**src/rtl/gumnut_arb_pkg.sv**
```systemverilog
// Shared types and constants for the two-master Gumnut data-bus arbiter.
package gumnut_arb_pkg;

  localparam int unsigned NUM_M  = 2;
  localparam int unsigned M_CORE = 0;
  localparam int unsigned M_AUX  = 1;

  typedef enum logic [1:0] {
    IDLE = 2'd0,
    OWN0 = 2'd1,
    OWN1 = 2'd2
  } arb_state_e;

  // Ownership state for a given master index.
  function automatic arb_state_e own_state(input logic idx);
    return idx ? OWN1 : OWN0;
  endfunction

  // One-hot grant vector for a state; zero when idle.
  function automatic logic [NUM_M-1:0] grant_of(input arb_state_e st);
    logic [NUM_M-1:0] g;
    g = '0;
    if (st == OWN0) g[M_CORE] = 1'b1;
    if (st == OWN1) g[M_AUX]  = 1'b1;
    return g;
  endfunction

endpackage

```
**src/rtl/gumnut_arb_pick.sv**
```systemverilog
// Combinational winner select: lone requester wins; on a tie the master that
// was not granted last time wins.
module gumnut_arb_pick
  import gumnut_arb_pkg::*;
(
  input  logic [NUM_M-1:0] req_i,
  input  logic             last_i,
  output logic             win_vld_c,
  output logic             win_idx_c
);

  always_comb begin
    win_vld_c = |req_i;
    win_idx_c = 1'(M_CORE);
    case (req_i)
      2'b10:   win_idx_c = 1'(M_AUX);
      2'b11:   win_idx_c = ~last_i;
      default: win_idx_c = 1'(M_CORE);
    endcase
  end

endmodule

```
**src/rtl/gumnut_data_arbiter.sv**
```systemverilog
// Two-master arbiter for the Gumnut 8-bit data memory bus (cyc/stb/we/ack).
// Define GUMNUT_ARB_ROUND_ROBIN_EN for round-robin ties; default is fixed
// priority with master 0 winning every tie.
module gumnut_data_arbiter
  import gumnut_arb_pkg::*;
#(
  parameter int unsigned ADDR_W = 8,
  parameter int unsigned DATA_W = 8
) (
  input  logic                    clk_i,
  input  logic                    rst_i,
  input  logic [NUM_M-1:0]        m_cyc_i,
  input  logic [NUM_M-1:0]        m_stb_i,
  input  logic [NUM_M-1:0]        m_we_i,
  input  logic [NUM_M*ADDR_W-1:0] m_adr_i,
  input  logic [NUM_M*DATA_W-1:0] m_dat_i,
  output logic [DATA_W-1:0]       m_dat_o,
  output logic [NUM_M-1:0]        m_ack_o,
  output logic                    s_cyc_o,
  output logic                    s_stb_o,
  output logic                    s_we_o,
  output logic [ADDR_W-1:0]       s_adr_o,
  output logic [DATA_W-1:0]       s_dat_o,
  input  logic [DATA_W-1:0]       s_dat_i,
  input  logic                    s_ack_i,
  output logic [NUM_M-1:0]        grant_o
);

  arb_state_e       state_d, state_q;
  logic [NUM_M-1:0] pick_req;
  logic             win_vld;
  logic             win_idx;
  logic             last_c;

  // The current owner is excluded so that release can only hand over.
  always_comb begin
    pick_req = m_cyc_i;
    case (state_q)
      OWN0:    pick_req[M_CORE] = 1'b0;
      OWN1:    pick_req[M_AUX]  = 1'b0;
      default: ;
    endcase
  end

  gumnut_arb_pick u_pick (
    .req_i     (pick_req),
    .last_i    (last_c),
    .win_vld_c (win_vld),
    .win_idx_c (win_idx)
  );

  // Ownership holds while the owner keeps cyc high.
  always_comb begin
    state_d = state_q;
    case (state_q)
      IDLE:    if (win_vld) state_d = own_state(win_idx);
      OWN0:    if (!m_cyc_i[M_CORE]) state_d = win_vld ? OWN1 : IDLE;
      OWN1:    if (!m_cyc_i[M_AUX])  state_d = win_vld ? OWN0 : IDLE;
      default: state_d = IDLE;
    endcase
  end

  always_ff @(posedge clk_i or posedge rst_i) begin
    if (rst_i) state_q <= IDLE;
    else       state_q <= state_d;
  end

`ifdef GUMNUT_ARB_ROUND_ROBIN_EN
  logic last_d, last_q;

  // Remember who was granted most recently; resets as if master 1 went last.
  always_comb begin
    last_d = last_q;
    if ((state_d != state_q) && (state_d != IDLE)) last_d = win_idx;
  end

  always_ff @(posedge clk_i or posedge rst_i) begin
    if (rst_i) last_q <= 1'(M_AUX);
    else       last_q <= last_d;
  end

  assign last_c = last_q;
`else
  assign last_c = 1'(M_AUX);
`endif

  // Data path follows the registered owner; idle drives zeros.
  always_comb begin
    s_cyc_o = 1'b0;
    s_stb_o = 1'b0;
    s_we_o  = 1'b0;
    s_adr_o = '0;
    s_dat_o = '0;
    m_ack_o = '0;
    case (state_q)
      OWN0: begin
        s_cyc_o         = m_cyc_i[M_CORE];
        s_stb_o         = m_stb_i[M_CORE];
        s_we_o          = m_we_i[M_CORE];
        s_adr_o         = m_adr_i[M_CORE*ADDR_W +: ADDR_W];
        s_dat_o         = m_dat_i[M_CORE*DATA_W +: DATA_W];
        m_ack_o[M_CORE] = s_ack_i;
      end
      OWN1: begin
        s_cyc_o        = m_cyc_i[M_AUX];
        s_stb_o        = m_stb_i[M_AUX];
        s_we_o         = m_we_i[M_AUX];
        s_adr_o        = m_adr_i[M_AUX*ADDR_W +: ADDR_W];
        s_dat_o        = m_dat_i[M_AUX*DATA_W +: DATA_W];
        m_ack_o[M_AUX] = s_ack_i;
      end
      default: ;
    endcase
  end

  assign m_dat_o = s_dat_i;
  assign grant_o = grant_of(state_q);

endmodule

```
**config.mk**
```make
export PLATFORM = sky130hd
export DESIGN_NAME = gumnut_data_arbiter
export DESIGN_NICKNAME = d
export VERILOG_FILES = /design/src/rtl/gumnut_arb_pkg.sv /design/src/rtl/gumnut_arb_pick.sv /design/src/rtl/gumnut_data_arbiter.sv
export SDC_FILE = /design/constraint.sdc
export NUM_CORES = 1
export LEC_CHECK = 0
export BUFFER_PORTS_ARGS = -buffer_cell sky130_fd_sc_hd__buf_2
export CAP_MARGIN = 20
export CORE_ASPECT_RATIO = 0.9
export CORE_MARGIN = 1
export CORE_UTILIZATION = 31
export CTS_CLUSTER_DIAMETER = 100
export CTS_CLUSTER_SIZE = 14
export DETAILED_ROUTE_END_ITERATION = 8
export GPL_ROUTABILITY_DRIVEN = 0
export HOLD_SLACK_MARGIN = 0.08
export PLACE_DENSITY = 0.79
export SETUP_SLACK_MARGIN = 0.3
export SYNTH_ARGS = -nofsm -noshare
export SYNTH_HDL_FRONTEND = slang
export SYNTH_HIERARCHICAL = 1
export SYNTH_SLANG_ARGS = --single-unit
```
**constraint.sdc**
```tcl
create_clock -name clk_i -period 2.1 [get_ports clk_i]
set_input_delay 0.42 -clock clk_i [delete_from_list [all_inputs] [get_ports clk_i]]
set_output_delay 0.42 -clock clk_i [all_outputs]
set_load 0.02 [all_outputs]
```
==> results of run 1 <==
[final cells by class]
class | instances | share of cell area, %
multi-input combinational | 59 | 49.21
timing repair buffer | 76 | 41.19
sequential | 2 | 4.059
tap | 24 | 2.376
clock buffer | 3 | 1.782
inverter | 4 | 1.386
[layer usage]
layer  share of wire, %  wire (um)  up-vias  track usage [%]
li1                   -          -      398                -
met1                 42       1025      375            23.66
met4                2.3         57        0            7.647
met3                4.6        113        6            5.498
met2                 51       1265       39            38.89
met5                  0          0        -                0
[through the flow]
step | instances | utilization [%] | setup WS [ns] | instance area, um^2 | hold slack (ns)
3_5_place_dp | 155 | 52.33 | 0.2756 | 925.9 | 0.2705
2_1_floorplan | 78 | - | 0.2583 | 660.6 | 0.1612
4_1_cts | 165 | 67.04 | 0.2453 | 1186 | 0.5736
5_1_grt | 168 | 71.43 | 0.1430 | 1264 | 0.6023
3_3_place_gp | 155 | 52.33 | 0.3045 | 925.9 | 0.2701
6_report | 168 | 71.43 | 0.2084 | 1264 | 0.5832
[cell usage in the layout (no fill, tap or decap), types with 2 or more instances in the layout]
master / Yosys / layout
a22oi_2: 2 / 19
nor2b_2: 0 / 11
nor2b_1: 21 / 10
buf_8: 0 / 3
buf_2: 2 / 46
mux2_4: 2 / 2
ha_4: 0 / 3
buf_6: 1 / 6
buf_4: 9 / 19
ha_1: 6 / 2
clkbuf_4: 0 / 3
inv_1: 4 / 2
[worst max path at each step]
| stage | end | slack [ns] | cells after the start |
|---|---|---|---|
| floorplan | state_q[0] | 0.26 | 8 |
| global placement | s_adr_o[3] | 0.30 | 4 |
| detailed placement | state_q[1] | 0.28 | 6 |
| CTS | s_adr_o[2] | 0.25 | 6 |
| global route | s_dat_o[1] | 0.14 | 6 |
| finish | s_adr_o[2] | 0.21 | 6 |
[what timing repair did]
item | CTS | global route
hold buffers | 1 | 0
endpoints found under the setup margin | 21 | 22
cloned | 0 | 1
pin swaps | 4 | 4
endpoints found under the hold margin | 2 | 0
resized for setup | 48 | 11
setup buffers | 6 | 2
[power breakdown]
part | internal [W] | leakage, nW | total (W) | switching (W)
Sequential | 0.0000595 | 0.0240 | 0.0000881 | 0.0000286
Combinational | 0.000879 | 0.555 | 0.00168 | 0.000803
Clock | 0.0000630 | 0.0138 | 0.0000845 | 0.0000215
[worst max-delay path: stages (launching register included)]
cell	delay (ns)
dfrtp_2	0.45
inv_4	0.10
ha_4	0.18
buf_6	0.13
a22oi_2	0.08
nor2b_2	0.16
buf_6	0.14
[kinds of logic (layout without fill, tap and decap cells)]
family | count (synthesis) | count (layout)
simple gates | 27 | 27
buf+inv | 17 | 83
mux | 2 | 2
fa+ha+maj | 6 | 6
compound gates | 23 | 23
other cells | 1 | 1
flops | 2 | 2
==> tab_implementation.tex, run 1 <==
\begin{tabular}{lr}
\hline
Metric & Value \\
\hline
\multicolumn{2}{l}{\textbf{CTS}} \\
Sinks on Clock Net & 2 \\
Root Buffer & clkbuf\_4 \\
Inserted Clock Buffers & 3 \\
Clock slew at the register clock pins of the worst setup and hold paths & 0.03 ns \\
Skew-Pair Late Insertion Delay & between 0.2 and 0.25 ns \\
TritonCTS clock tree & built \\
H-tree lvl count & 1 \\
Longest Clk Path Bufs & 2 \\
\multicolumn{2}{l}{\textbf{Timing}} \\
Portion of the clock cycle consumed by the worst path in the final layout & 90.08\% \\
Final critical-path required period & 1.892 ns \\
Setup TNS & 0 ns \\
RSZ-0062 raised after global routing & true \\
Final Hold Violating Endpoints & 0 \\
Endpoints failing setup & 0 \\
Number of max-slew violations in the final report & 0 \\
Upper clock frequency limit & 528.7 MHz \\
Worst clock skew & 0.004569 ns \\
\multicolumn{2}{l}{\textbf{Final layout}} \\
Area of the multi-input gates & 621.8 um\^{}2 \\
Number of antenna cells inserted & 0 \\
Register area & 51.30 um\^{}2 \\
Area added between synthesis and finish & 106.1\% \\
Fill count & around 120 \\
\# nets final & between 200 and 250 \\
Biggest registers after layout & state\_q (2) \\
Layout cells sized above 1 & 84.03\% \\
Largest register FFs & 2 \\
Register with the highest flop count & state\_q \\
\multicolumn{2}{l}{\textbf{Yosys}} \\
Net count of the mapped netlist & 133 \\
Cell taking the most area after synthesis & a22oi\_1 \\
Most common cell in the synthesized netlist & nor2b\_1 \\
Distinct cells, synth & 21 \\
Share of synthesized area occupied by flip-flops and latches & under 10\% \\
Area fraction in compound gates after synthesis & 29.59\% \\
Post-synth EDFFs & 0 \\
Number of warnings printed during yosys synthesis & 6 \\
Synth async-reset ratio & 100.0\% \\
Yosys reg bits & 2 \\
Post-synthesis adder-cell area fraction & 12.24\% \\
Main combinational cell family by area after synthesis & compound AO/OA/AOI/OAI gates \\
Mapped Cells & 78 \\
Post-Synthesis Mean Instance Area & $\sim$7.9 um\^{}2 \\
Xor and xnor fraction of the mapped netlist area & 0\% \\
Portion of synthesized cell area occupied by the leading cell type & between 20\% and 30\% \\
Multiplexer fraction of the synthesized cell area & 4.898\% \\
Top cells by area, synth & a22oi\_1, nor2b\_1, ha\_1 \\
Netlist Area Pre-Place & 613.1 um\^{}2 \\
Synthesized-area fraction occupied by and/or/nand/nor cells & 26.94\% \\
Most instantiated cells after synthesis & nor2b\_1, a22oi\_1, buf\_4, ha\_1, inv\_1 \\
Most used flip-flop cell after synthesis & dfrtp\_1 \\
\multicolumn{2}{l}{\textbf{Die}} \\
Core box area & 1769 um\^{}2 \\
Top Ports & 80 \\
Vertical die dimension & 44.19 um \\
Starting density of the core & 34.65\% \\
X dimension of the die & a little under 50 um \\
Placement row count & 14 \\
Overall die area & 2160 um\^{}2 \\
\multicolumn{2}{l}{\textbf{Routing}} \\
Routed vias/inst & 4.869 \\
Number of nets still failing antenna checks after routing & 0 \\
Wire length reported by the detailed router & 2460 um \\
Number of iterations in the first detailed-routing pass & 4 \\
Number of vias after detailed routing & slightly above 800 \\
Post-DR wirelength/cell & 14.64 um \\
DR DRC count & 0 \\
Number of violations reported at the end of detailed-routing iteration 0 & 7 \\
\multicolumn{2}{l}{\textbf{Setup path}} \\
CP arrival & 1.47 ns \\
Worst reg2reg path depth & 8 \\
Critical path start-end classification & reg -> out \\
Critical R2R Capture & state\_q[1] \\
Critical path startpoint & state\_q[0] \\
Crit end category & output pin \\
Reg2Reg Launch Point & state\_q[0] \\
Worst setup slack for register-to-register paths & around 0.31 ns \\
Largest driver fanout on the critical path & 5 \\
Type of origin of the critical path & flop \\
Required arrival time at the worst endpoint & $\sim$1.7 ns \\
\multicolumn{2}{l}{\textbf{Power and ir drop}} \\
Leak & 0.5926 nW \\
Power after layout & about 0.0019 W \\
Power density relative to cell area & 1468 nW/um\^{}2 \\
Maximum resistive drop on vdd & 0.0009205 V \\
\multicolumn{2}{l}{\textbf{Min path}} \\
Hold crit path type & in -> async \\
\multicolumn{2}{l}{\textbf{GRT}} \\
Initial antenna violation count & 0 \\
Vias in the first global route & $\sim$750 \\
Largest net degree at the start of global routing & 20 \\
Global-route wire length before repair & 3477 um \\
Global Route Usage Sum & a little over a fifth \\
Global route overflow & 0 \\
\multicolumn{2}{l}{\textbf{Job}} \\
Number of max-cap violations & 0 \\
\multicolumn{2}{l}{\textbf{Place}} \\
Number of I/O port buffers & 63 \\
Half-perimeter wire length after placement & between 1500 and 2000 um \\
\multicolumn{2}{l}{\textbf{Run status}} \\
Result of the run & finished, final reports clean \\
\hline
\end{tabular}
Power figures use the tool's default switching activity.
==> run 2, diff against run 1 <==
==> constraint.sdc (replaced) <==
create_clock -name clk_i -period 2.1 [get_ports clk_i]
set_input_delay 0.525 -clock clk_i [delete_from_list [all_inputs] [get_ports clk_i]]
set_output_delay 0.525 -clock clk_i [all_outputs]
set_load 0.02 [all_outputs]
==> run 2 against run 1 <==
  * Core utilization grew 3.3 points
  * Power rose by 8.7%
  * Clock skew increased by 0.0061 ns
  * Non-clock buffer count rose by 5
  * Maximum frequency fell by 7.7%
  * Clock-buffer cell count unchanged
  * Clock power rose by 13%
  * Critical path type unchanged
==> tab_implementation.tex, run 2 (same netlist as run 1, synthesis figures left out) <==
\begin{tabular}{lr}
\hline
Metric & Value \\
\hline
\multicolumn{2}{l}{\textbf{Run status}} \\
Result of the run & finished, final reports clean (unchanged) \\
\multicolumn{2}{l}{\textbf{Timing}} \\
Worst clock skew & 0.01070 ns (was 0.004569 ns) \\
RSZ-0062 raised after global routing & true (unchanged) \\
Setup TNS & 0 ns (unchanged) \\
Portion of the clock cycle consumed by the worst path in the final layout & 97.61\% (was 90.08\%) \\
Final critical-path required period & 2.050 ns (was 1.892 ns) \\
Number of max-slew violations in the final report & 0 (unchanged) \\
Upper clock frequency limit & 487.9 MHz (was 528.7 MHz) \\
Endpoints failing setup & 0 (unchanged) \\
Final Hold Violating Endpoints & 0 (unchanged) \\
Setup WS post-layout & 0.05027 ns (was 0.2084 ns) \\
\multicolumn{2}{l}{\textbf{Setup path}} \\
Dominant cell type by count on the critical path & buf\_4 (was buf\_6) \\
CP peak stage delay & 0.45 ns (about the same) \\
Critical path start-end classification & reg -> out (unchanged) \\
CP top delay family & flip-flops (unchanged) \\
Largest driver fanout on the critical path & 7 (was 5) \\
Worst reg2reg path depth & 9 (was 8) \\
Cells traversed along the worst timing path & inv\_4, ha\_4, buf\_4, a22oi\_2, nor2b\_1, buf\_4 (was inv\_4, ha\_4, buf\_6, a22oi\_2, nor2b\_2, buf\_6) \\
Worst setup slack for register-to-register paths & 0.15 ns (was 0.31 ns) \\
CP arrival & 1.52 ns (was 1.47 ns) \\
Count of buffering cells on the critical path with inverters included & 3 (unchanged) \\
Crit end category & output pin (unchanged) \\
Critical R2R Capture & state\_q[1] (unchanged) \\
Type of origin of the critical path & flop (unchanged) \\
Reg2Reg Launch Point & state\_q[0] (unchanged) \\
Slowest library cell on the worst path & dfrtp\_2 (unchanged) \\
Required arrival time at the worst endpoint & 1.57 ns (was 1.68 ns) \\
\multicolumn{2}{l}{\textbf{Final layout}} \\
Post-route cell area & 1323 um\^{}2 (was 1264 um\^{}2) \\
Biggest registers after layout & state\_q (2) (unchanged) \\
Commonest non-fill, non-tap cells in the layout & buf\_2, buf\_4, a22oi\_2 (was buf\_2, a22oi\_2, buf\_4) \\
Layout cells sized above 1 & 84.56\% (was 84.03\%) \\
Area added between synthesis and finish & 115.7\% (was 106.1\%) \\
Commonest non-fill, non-tap cell in the layout & buf\_2 (unchanged) \\
Register with the highest flop count & state\_q (unchanged) \\
\# nets final & 206 (was 201) \\
Non-filler instance count after layout & 173 (was 168) \\
Number of antenna cells inserted & 0 (unchanged) \\
Fill count & 121 (was 115) \\
Post-Route Utilization & 74.75\% (was 71.43\%) \\
Largest register FFs & 2 (unchanged) \\
\multicolumn{2}{l}{\textbf{GRT}} \\
Global route overflow & 0 (unchanged) \\
Global Route Usage Sum & 22.74\% (was 21.05\%) \\
Initial antenna violation count & 0 (unchanged) \\
Global-route wire length before repair & 3795 um (was 3477 um) \\
Largest net degree at the start of global routing & 20 (unchanged) \\
Vias in the first global route & 823 (was 753) \\
\multicolumn{2}{l}{\textbf{Die}} \\
Overall die area & 2160 um\^{}2 (unchanged) \\
X dimension of the die & 48.88 um (unchanged) \\
Top Ports & 80 (unchanged) \\
Vertical die dimension & 44.19 um (unchanged) \\
Placement row count & 14 (unchanged) \\
Starting density of the core & 34.65\% (unchanged) \\
Core box area & 1769 um\^{}2 (unchanged) \\
\multicolumn{2}{l}{\textbf{Power and ir drop}} \\
Power density relative to cell area & 1524 nW/um\^{}2 (was 1468 nW/um\^{}2) \\
Maximum resistive drop on vdd & 0.0007018 V (was 0.0009205 V) \\
Leak & 0.6543 nW (was 0.5926 nW) \\
\multicolumn{2}{l}{\textbf{Routing}} \\
Number of nets still failing antenna checks after routing & 0 (unchanged) \\
Number of violations reported at the end of detailed-routing iteration 0 & 9 (was 7) \\
Number of vias after detailed routing & 863 (was 818) \\
Wire length reported by the detailed router & 2647 um (was 2460 um) \\
Number of iterations in the first detailed-routing pass & 3 (was 4) \\
DR DRC count & 0 (unchanged) \\
Routed vias/inst & 4.988 (was 4.869) \\
Post-DR wirelength/cell & 15.30 um (was 14.64 um) \\
\multicolumn{2}{l}{\textbf{Place}} \\
Worst-case setup slack after placement & 0.06225 ns (was 0.2756 ns) \\
Half-perimeter wire length after placement & 1607 um (was 1578 um) \\
DP Area & 978.4 um\^{}2 (was 925.9 um\^{}2) \\
Number of I/O port buffers & 63 (unchanged) \\
Cell Count Post-Placement & 155 (unchanged) \\
\multicolumn{2}{l}{\textbf{CTS}} \\
Post-CTS Hold Fix Bufs & 0 (was 1) \\
TritonCTS clock tree & built (unchanged) \\
Skew-Pair Late Insertion Delay & 0.24 ns (was 0.22 ns) \\
Root Buffer & clkbuf\_4 (unchanged) \\
H-tree lvl count & 1 (unchanged) \\
Clock slew at the register clock pins of the worst setup and hold paths & 0.04 ns (was 0.03 ns) \\
Sinks on Clock Net & 2 (unchanged) \\
Longest Clk Path Bufs & 2 (unchanged) \\
Inserted Clock Buffers & 3 (unchanged) \\
\multicolumn{2}{l}{\textbf{Job}} \\
Number of max-cap violations & 0 (unchanged) \\
\multicolumn{2}{l}{\textbf{Min path}} \\
Hold crit path type & in -> async (unchanged) \\
\hline
\end{tabular}
run 2: how the worst max path moves through the flow:
| stage | from | endpoint | slack [ns] | depth (start not counted) |
|---|---|---|---|---|
| final | state_q[0] | s_dat_o[2] | 0.05 | 6 |
| after global routing | state_q[1] | s_dat_o[5] | 0.005 | 6 |
| after CTS | state_q[1] | s_adr_o[1] | 0.09 | 6 |
| after detailed placement | state_q[0] | s_adr_o[4] | 0.06 | 4 |
| after floorplan | state_q[0] | state_q[0] | 0.26 | 8 |
| after global placement | state_q[0] | s_dat_o[3] | 0.13 | 4 |
run 2: stage by stage:
stage	hold WS (ns)	power, W
6_report	0.1393	0.002016
3_5_place_dp	0.3792	0.001372
2_1_floorplan	0.2662	0.001138
5_1_grt	0.1388	0.002112
4_1_cts	0.1443	0.001779
3_3_place_gp	0.3756	0.001350
run 2: layer usage:
layer	vias up	track usage [%]	routed length, um
met1	414	24.85	1013
met4	0	8.824	29
met3	4	2.749	138
met2	38	45.28	1465
li1	407	-	-
met5	-	0	0
run 2: power by group:
part           switching (W)   total, W  internal, W
clock network      0.0000315  0.0000954    0.0000639
logic               0.000853    0.00183     0.000980
registers          0.0000283  0.0000877    0.0000594
total               0.000912    0.00202      0.00110
run 2: worst reg2reg max path: stages (launching register included):
cell,delay [ns]
dfrtp_2,0.45
inv_4,0.11
ha_4,0.21
buf_4,0.16
buf_4,0.12
nor2b_4,0.04
or2_4,0.25
a22oi_2,0.19
nor2_1,0.05
mux2_4,0.26
run 2: layout make-up:
class | count | area, um^2 | share of cell area, %
repair buffers | 81 | 524.3 | 39.64
well taps | 24 | 30.03 | 2.271
inverters | 4 | 17.52 | 1.325
flip-flops and latches | 2 | 51.30 | 3.879
clock buffers | 3 | 22.52 | 1.703
multi-input cells | 59 | 676.9 | 51.18
run 2: repair_timing:
action                     4_1_cts  5_1_grt
setup buffers                    8        6
resized for setup               36       21
gates cloned                     1        0
pin swaps                        5        7
setup endpoints to repair       23       24
